==> src/rtl/inst_fetch_ctrl.sv <==
// Instruction-fetch controller: sequences a combinational ROM and buffers {pc, inst} pairs
// in a prefetch queue toward decode. Define FETCH_BYPASS_EN to present ROM data directly when empty.
module inst_fetch_ctrl #(
   parameter int unsigned DEPTH    = 4,
   parameter logic [31:0] RESET_PC = 32'h0000_0000
) (
   input  logic        clk,
   input  logic        rst,
   input  logic        redirect_i,
   input  logic [31:0] redirect_pc_i,
   input  logic        if_ready_i,
   output logic        if_valid_o,
   output logic [31:0] if_pc_o,
   output logic [31:0] if_inst_o,
   output logic        rom_ce_o,
   output logic [31:0] rom_addr_o,
   input  logic [31:0] rom_inst_i
);

   localparam int unsigned PTR_W = $clog2(DEPTH);
   localparam int unsigned CNT_W = PTR_W + 1;

   localparam logic        enable_signal  = 1'b1;
   localparam logic        disable_signal = 1'b0;
   localparam logic [31:0] zero_word      = 32'h0000_0000;

   typedef enum logic [1:0] {
      S_IDLE  = 2'd0,
      S_FETCH = 2'd1,
      S_FULL  = 2'd2
   } state_t;

   state_t             state, state_nxt;
   logic [31:0]        fetch_pc;
   logic [31:0]        q_pc   [DEPTH];
   logic [31:0]        q_inst [DEPTH];
   logic [PTR_W-1:0]   rd_ptr, wr_ptr;
   logic [CNT_W-1:0]   count;
   logic [31:0]        hold_pc, hold_inst, hold_addr;
   logic [31:0]        redirect_target;
   logic               q_nonempty;
   logic               push, pop, bypass_hit;

   assign redirect_target = redirect_pc_i & ~32'h3;
   assign q_nonempty      = (count != '0);

   // NOTE: sequential state uses non-blocking (<=) so every flop samples pre-edge values.
   always_ff @(posedge clk) begin
      if (!rst) state <= S_IDLE;
      else      state <= state_nxt;
   end

   // NOTE: every output of this block gets a default first, so no path can infer a latch.
   always_comb begin
      state_nxt  = state;
      rom_ce_o   = disable_signal;
      rom_addr_o = hold_addr;
      push       = 1'b0;
      bypass_hit = 1'b0;
      if_valid_o = q_nonempty;
      if_pc_o    = hold_pc;
      if_inst_o  = hold_inst;
      if (q_nonempty) begin
         if_pc_o   = q_pc[rd_ptr];
         if_inst_o = q_inst[rd_ptr];
      end
      pop = q_nonempty && if_ready_i;

      case (state)
         S_IDLE: state_nxt = S_FETCH;
         S_FETCH: begin
            rom_ce_o   = enable_signal;
            rom_addr_o = fetch_pc;
            if (!redirect_i) begin
`ifdef FETCH_BYPASS_EN
               if (!q_nonempty) begin
                  bypass_hit = 1'b1;
                  if_valid_o = 1'b1;
                  if_pc_o    = fetch_pc;
                  if_inst_o  = rom_inst_i;
               end
`endif
               // A bypassed word taken by decode this cycle never enters the queue.
               push = !(bypass_hit && if_ready_i);
               if (push && !pop && count == CNT_W'(DEPTH - 1))
                  state_nxt = S_FULL;
            end
         end
         S_FULL: begin
            if (redirect_i || pop) state_nxt = S_FETCH;
         end
         default: state_nxt = S_IDLE;
      endcase
   end

   always_ff @(posedge clk) begin
      if (!rst) begin
         fetch_pc  <= RESET_PC;
         rd_ptr    <= '0;
         wr_ptr    <= '0;
         count     <= '0;
         hold_pc   <= 32'h0;
         hold_inst <= zero_word;
         hold_addr <= 32'h0;
      end else begin
         if (if_valid_o) begin
            hold_pc   <= if_pc_o;
            hold_inst <= if_inst_o;
         end
         hold_addr <= rom_addr_o;

         if (redirect_i) begin
            // Flush wins over any push; a same-cycle pop is already captured in hold_*.
            fetch_pc <= redirect_target;
            rd_ptr   <= '0;
            wr_ptr   <= '0;
            count    <= '0;
         end else begin
            if (state == S_FETCH) fetch_pc <= fetch_pc + 32'd4;
            if (push) wr_ptr <= wr_ptr + PTR_W'(1);
            if (pop)  rd_ptr <= rd_ptr + PTR_W'(1);
            if (push && !pop)      count <= count + CNT_W'(1);
            else if (!push && pop) count <= count - CNT_W'(1);
         end
      end
   end

   // NOTE: queue storage is not reset; count and pointers alone decide which entries are live.
   always_ff @(posedge clk) begin
      if (push) begin
         q_pc[wr_ptr]   <= fetch_pc;
         q_inst[wr_ptr] <= rom_inst_i;
      end
   end

endmodule

==> config.mk <==
export PLATFORM = sky130hd
export DESIGN_NAME = inst_fetch_ctrl
export DESIGN_NICKNAME = d
export VERILOG_FILES = /design/src/rtl/inst_fetch_ctrl.sv
export SDC_FILE = /design/constraint.sdc
export NUM_CORES = 1
export LEC_CHECK = 0
export ABC_AREA = 1
export BUFFER_PORTS_ARGS = -buffer_cell sky130_fd_sc_hd__buf_2
export CORE_ASPECT_RATIO = 0.8
export CORE_MARGIN = 10
export CORE_UTILIZATION = 45
export CTS_BUF_LIST = sky130_fd_sc_hd__clkbuf_8
export DETAILED_ROUTE_END_ITERATION = 8
export PLACE_DENSITY = 0.62
export SYNTH_ARGS = -nofsm -noshare
export SYNTH_HDL_FRONTEND = slang
export SYNTH_SLANG_ARGS = --single-unit
==> constraint.sdc <==
create_clock -name clk -period 11.1 [get_ports clk]
set_clock_uncertainty 0.05 [all_clocks]
set_input_delay 2.22 -clock clk [delete_from_list [all_inputs] [get_ports clk]]
set_output_delay 2.22 -clock clk [all_outputs]
set_load 0.01 [all_outputs]
==> results of run 1 <==
-- Yosys cell counts (all sizes together) --
master   count
inv        100
o211ai       2
mux2i       62
xnor2        2
dfxtp      137
o21bai       1
fa           1
nor3         6
edfxtp     248
nor2       151
a2111oi      1
or2         29
o22ai       62
ha           6
nand2      332
nand3b       2
nand3       20
a31oi        8
o21ai      118
clkbuf      49
xor2         7
a21oi       97
buf         27
a22o         5
-- layer usage --
metal / share of wire, % / vias to the layer above / GRT usage (%)
met5: 0 / - / 0
met4: 1.8 / 0 / 4.71
met3: 5.9 / 52 / 3.78
met2: 47 / 259 / 28.1
met1: 45 / 5166 / 23.4
li1: - / 5373 / -
-- where the power goes --
group	switching (mW)	internal, mW
registers	0.0320	1.58
logic	0.200	0.105
clock network	0.533	0.536
total	0.765	2.22
-- logic make-up after synthesis --
logic type	count (synthesis)	share of synthesized area, %
AND/OR/NAND/NOR	540	14.1
flip-flops	385	65.8
AO/OA/AOI/OAI	294	10.3
buffers and inverters	176	4.72
multiplexers	62	4.01
XOR/XNOR	9	0.509
adder cells (fa/ha/maj)	7	0.614
-- how the worst min path moves through the flow --
| stage | cells past startpoint | slack [ps] | startpoint | end |
|---|---|---|---|---|
| 2_1_floorplan | 2 | 370 | hold_addr[0] | hold_addr[0] |
| 6_report | 2 | 390 | hold_pc[1] | hold_pc[1] |
| 3_5_place_dp | 2 | 390 | hold_pc[1] | hold_pc[1] |
| 3_3_place_gp | 2 | 380 | hold_pc[1] | hold_pc[1] |
| 5_1_grt | 2 | 420 | hold_pc[0] | hold_pc[0] |
| 4_1_cts | 2 | 400 | hold_pc[1] | hold_pc[1] |
-- sequential cells by signal, summed over array words and instances (netlist names), named ones only --
name	count
fetch_pc	30
count	3
hold_pc	32
state	2
wr_ptr	2
hold_inst	32
q_inst	128
rd_ptr	2
hold_addr	32
q_pc	120
-- metrics by stage --
step           std cells  util [%]  hold WS, ps  cell area (um^2)  total power, mW
2_1_floorplan       1473         -          375             15500             1.82
3_3_place_gp        2005      49.2          381             16600             1.94
3_5_place_dp        2005      49.2          390             16600             1.95
4_1_cts             2116      52.4          399             17700             3.03
5_1_grt             2116      52.4          423             17700             3.13
6_report            2116      52.4          395             17700             2.98
-- final cells by class --
type | instances | area (um^2) | share of cell area [%]
Clock inverter | 46 | 186 | 1.05
Sequential cell | 385 | 10200 | 57.6
Inverter | 100 | 378 | 2.14
Tap cell | 434 | 543 | 3.07
Timing Repair Buffer | 174 | 898 | 5.08
Clock buffer | 65 | 895 | 5.06
Multi-Input combinational cell | 912 | 4600 | 26.0
-- worst max-delay path, stage by stage (launching register included) --
cell     delay, ps
dfxtp_4        810
buf_4          920
o21ai_0        230
o22ai_1        340
nand2_1        130
nand2_1        100
buf_2          130
==> flow_metrics.tcl, run 1 <==
set metrics [dict create \
    drive_gt1_share_pct 17.2 \
    worst_pin_slew_ps 1100 \
    first_global_vias 10600 \
    dp_slack_ps 5970 \
    cts_buffer_depth 3 \
    initial_core_util_pct 45.8 \
    hpwl_um 22000 \
    hold_buffers 0 \
    synth_area_leaders "edfxtp_1, dfxtp_1, nand2_1" \
    num-nets-final 1707 \
    synth_area_leader_cell "edfxtp_1" \
    synth_top_area_share_pct 48.1 \
    regToRegEndpoint "q_inst[0][10]" \
    final_antenna_net_count 0 \
    die_width_um 227 \
    die_h_um 186 \
    grt_pass1_wl_um 58200 \
    die-area_um2 42300 \
    clockRootBuffer "clkbuf_8" \
    diodes 0 \
    ys_warn_count 0 \
    total_leakage_power_nw 7.00 \
    outcome "finished clean" \
    drc 0 \
    worstSetupPathType "reg2out" \
    period_needed_ps 5570 \
    num_io_pins 166 \
    ys_seq_area_share_pct 65.8 \
    globalRouteOverflowTotal 0 \
    place_congestion 0.859 \
    synth_area_per_cell_um2 10.5 \
    endpoint_kind "primary output" \
    synthCells 1473 \
    htreeDepth 2 \
    endpoint "if_pc_o[23]" \
    cts-resized-gates 0 \
    worst_slack_ps 5530 \
    power-per-cell-area_nw_per_um2 169 \
    cts_setup_buffers 0 \
    fin_crit_sh_pct 50.2 \
    rows 60 \
    arrival_ps 3300 \
    n_fill_cell 3046 \
    wirelength_um 37300 \
    grt_use_total_pct 17.4 \
    critPathLaunchType "flop" \
    crit_fanout 78 \
    synth_cell_types 34 \
    mostFrequentLayoutCells "nand2_1, edfxtp_1, buf_2" \
    syn-num-nets 1548 \
    firstDrtPassIters 5 \
    cap_violations 0 \
    clock_sink_count 385 \
    fmax_mhz 179 \
    reg2regPathDepth 7 \
    peakVddDrop_uv 83.1 \
    rsz0062_at_grt "false" \
    synthesis.area_um2 15500 \
    placeableCoreArea_um2 33800 \
    hold_viol_final 0 \
    tns_ps 0 \
    r2r_slack_ps 7910 \
    synth-seq-cells 385 \
    finalSetupViolations 0 \
    viasPerCell 5.13 \
    routed-via-count 10900 \
    final_common_cell "nand2_1" \
    initialDrtViolationCount 690 \
    slew_headroom_pct 26.5 \
    syn_to_final_growth_pct 14.3 \
    slew_viol_final 0 \
    portBuffers 163 \
    cp.required_ps 8830 \
    grt_max_degree 89 \
    clk_pin_slew_ps 60 \
    cts_buffers 59 \
    wire_per_inst_um 17.6 \
    r2r_start "state[1]" \
    tritoncts "done" \
    antenna_found_initial 1 \
    clock_latency_ps 630 \
    hold_path.class "reg2reg" \
]
(Power assumes the default switching activity.)
==> run 2, diff against run 1 <==
Settings changed: PLACE_DENSITY 0.62 to 0.64.
Clock period 11.1 ns to 5.1 ns, I/O delays scaled along.
==> flow_metrics.tcl, run 2 (synthesized netlist as in run 1, its figures left out) <==
set metrics [dict create \
    slew_headroom_pct 29.5 \
    reg2regPathDepth 10 \
    diodes 0 \
    fin_crit_sh_pct 77.2 \
    outcome "finished clean" \
    hold_path.class "reg2reg" \
    post_dp_cell_area_um2 16700 \
    cts_setup_buffers 0 \
    cp.required_ps 4030 \
    rsz0062_at_grt "false" \
    grt_max_degree 101 \
    final_antenna_net_count 0 \
    initial_core_util_pct 45.8 \
    final_cells 2123 \
    peakVddDrop_uv 215 \
    first_global_vias 10800 \
    r2r_slack_ps 2740 \
    placeableCoreArea_um2 33800 \
    tritoncts "done" \
    dp_slack_ps 1710 \
    critPathLaunchType "flop" \
    top_register "q_inst" \
    cts_buffer_depth 3 \
    finalSetupViolations 0 \
    clk_pin_slew_ps 60 \
    r2r_start "state[1]" \
    grt_use_total_pct 17.2 \
    drive_gt1_share_pct 18.0 \
    fin_area_um2 17900 \
    die_width_um 227 \
    power-per-cell-area_nw_per_um2 372 \
    setup.worst_path.start "state[1]" \
    crit_fanout 39 \
    wire_per_inst_um 17.4 \
    die_h_um 186 \
    num-nets-final 1713 \
    viasPerCell 5.12 \
    htreeDepth 2 \
    top_regs "q_inst x128, q_pc x120" \
    clock_latency_ps 620 \
    hold_viol_final 0 \
    final_common_cell "nand2_1" \
    die-area_um2 42300 \
    globalRouteOverflowTotal 0 \
    largest_reg_flops 128 \
    initialDrtViolationCount 700 \
    mostFrequentLayoutCells "nand2_1, edfxtp_1, buf_2" \
    worstSetupPathType "reg2out" \
    endpoint_kind "primary output" \
    regToRegEndpoint "count[1]" \
    fmax_mhz 254 \
    power.total_mw 6.66 \
    place_congestion 0.868 \
    tns_ps 0 \
    worst_pin_slew_ps 1060 \
    clockRootBuffer "clkbuf_8" \
    cts_buffers 60 \
    rows 60 \
    drc 0 \
    antenna_found_initial 1 \
    portBuffers 163 \
    seqCellArea_um2 10200 \
    cts-resized-gates 0 \
    wirelength_um 36900 \
    total_leakage_power_nw 7.08 \
    utilization_pct 52.9 \
    routed-via-count 10900 \
    arrival_ps 2870 \
    period_needed_ps 3940 \
    place_inst 2010 \
    endpoint "rom_addr_o[10]" \
    slew_viol_final 0 \
    n_fill_cell 3008 \
    syn_to_final_growth_pct 15.5 \
    num_io_pins 166 \
    hold_buffers 0 \
    grt_pass1_wl_um 57700 \
    worst_slack_ps 1160 \
    firstDrtPassIters 5 \
    whs_ps 395 \
    multi_input_area_um2 4600 \
    cap_violations 0 \
    clock_sink_count 385 \
    hpwl_um 22400 \
]
## run 2: cell types whose count changed in the layout (fill, tap and decap cells not counted), moves of 2 or more
cell	delta
clkinv_1	-7
buf_12	+4
clkbuf_8	+3
clkinv_2	+3
bufinv_16	+2
clkinvlp_4	+2
## run 2: how the worst min path moves through the flow
stage,from,slack (ps),depth (start not counted),end
after floorplan,hold_addr[0],370,2,hold_addr[0]
after global placement,hold_pc[1],380,2,hold_pc[1]
after detailed placement,hold_pc[0],390,2,hold_pc[0]
after CTS,hold_pc[0],400,2,hold_pc[0]
after global routing,hold_pc[1],430,2,hold_pc[1]
final,hold_addr[0],390,2,hold_addr[0]
## run 2: layout make-up
cell class                      count  area share, %
Timing Repair Buffer              179           5.51
Sequential cell                   385           57.0
Clock buffer                       68           5.23
Clock inverter                     45           1.38
Tap cell                          434           3.04
Inverter                          100           2.11
Multi-Input combinational cell    912           25.7
## run 2: report_power, final
part	internal [mW]	leakage [nW]	switching, mW	total (mW)
sequential	3.43	3.40	0.0709	3.50
combinational	0.234	2.98	0.432	0.666
clock	1.32	0.708	1.17	2.49
total	4.99	7.08	1.67	6.66
## run 2: worst max-delay path, stage by stage (launching register included)
cell     delay, ps
dfxtp_1        350
inv_1           50
nand2_1         50
buf_4          360
inv_1          570
or2_2          470
o21ai_0        140
inv_1           90
buf_2          150
## run 2: per-layer routing
layer	part of all wire [%]	global-route usage [%]
met3	5.8	4.06
met4	2.1	5.27
met5	0	0
met1	45	22.1
met2	47	28.4
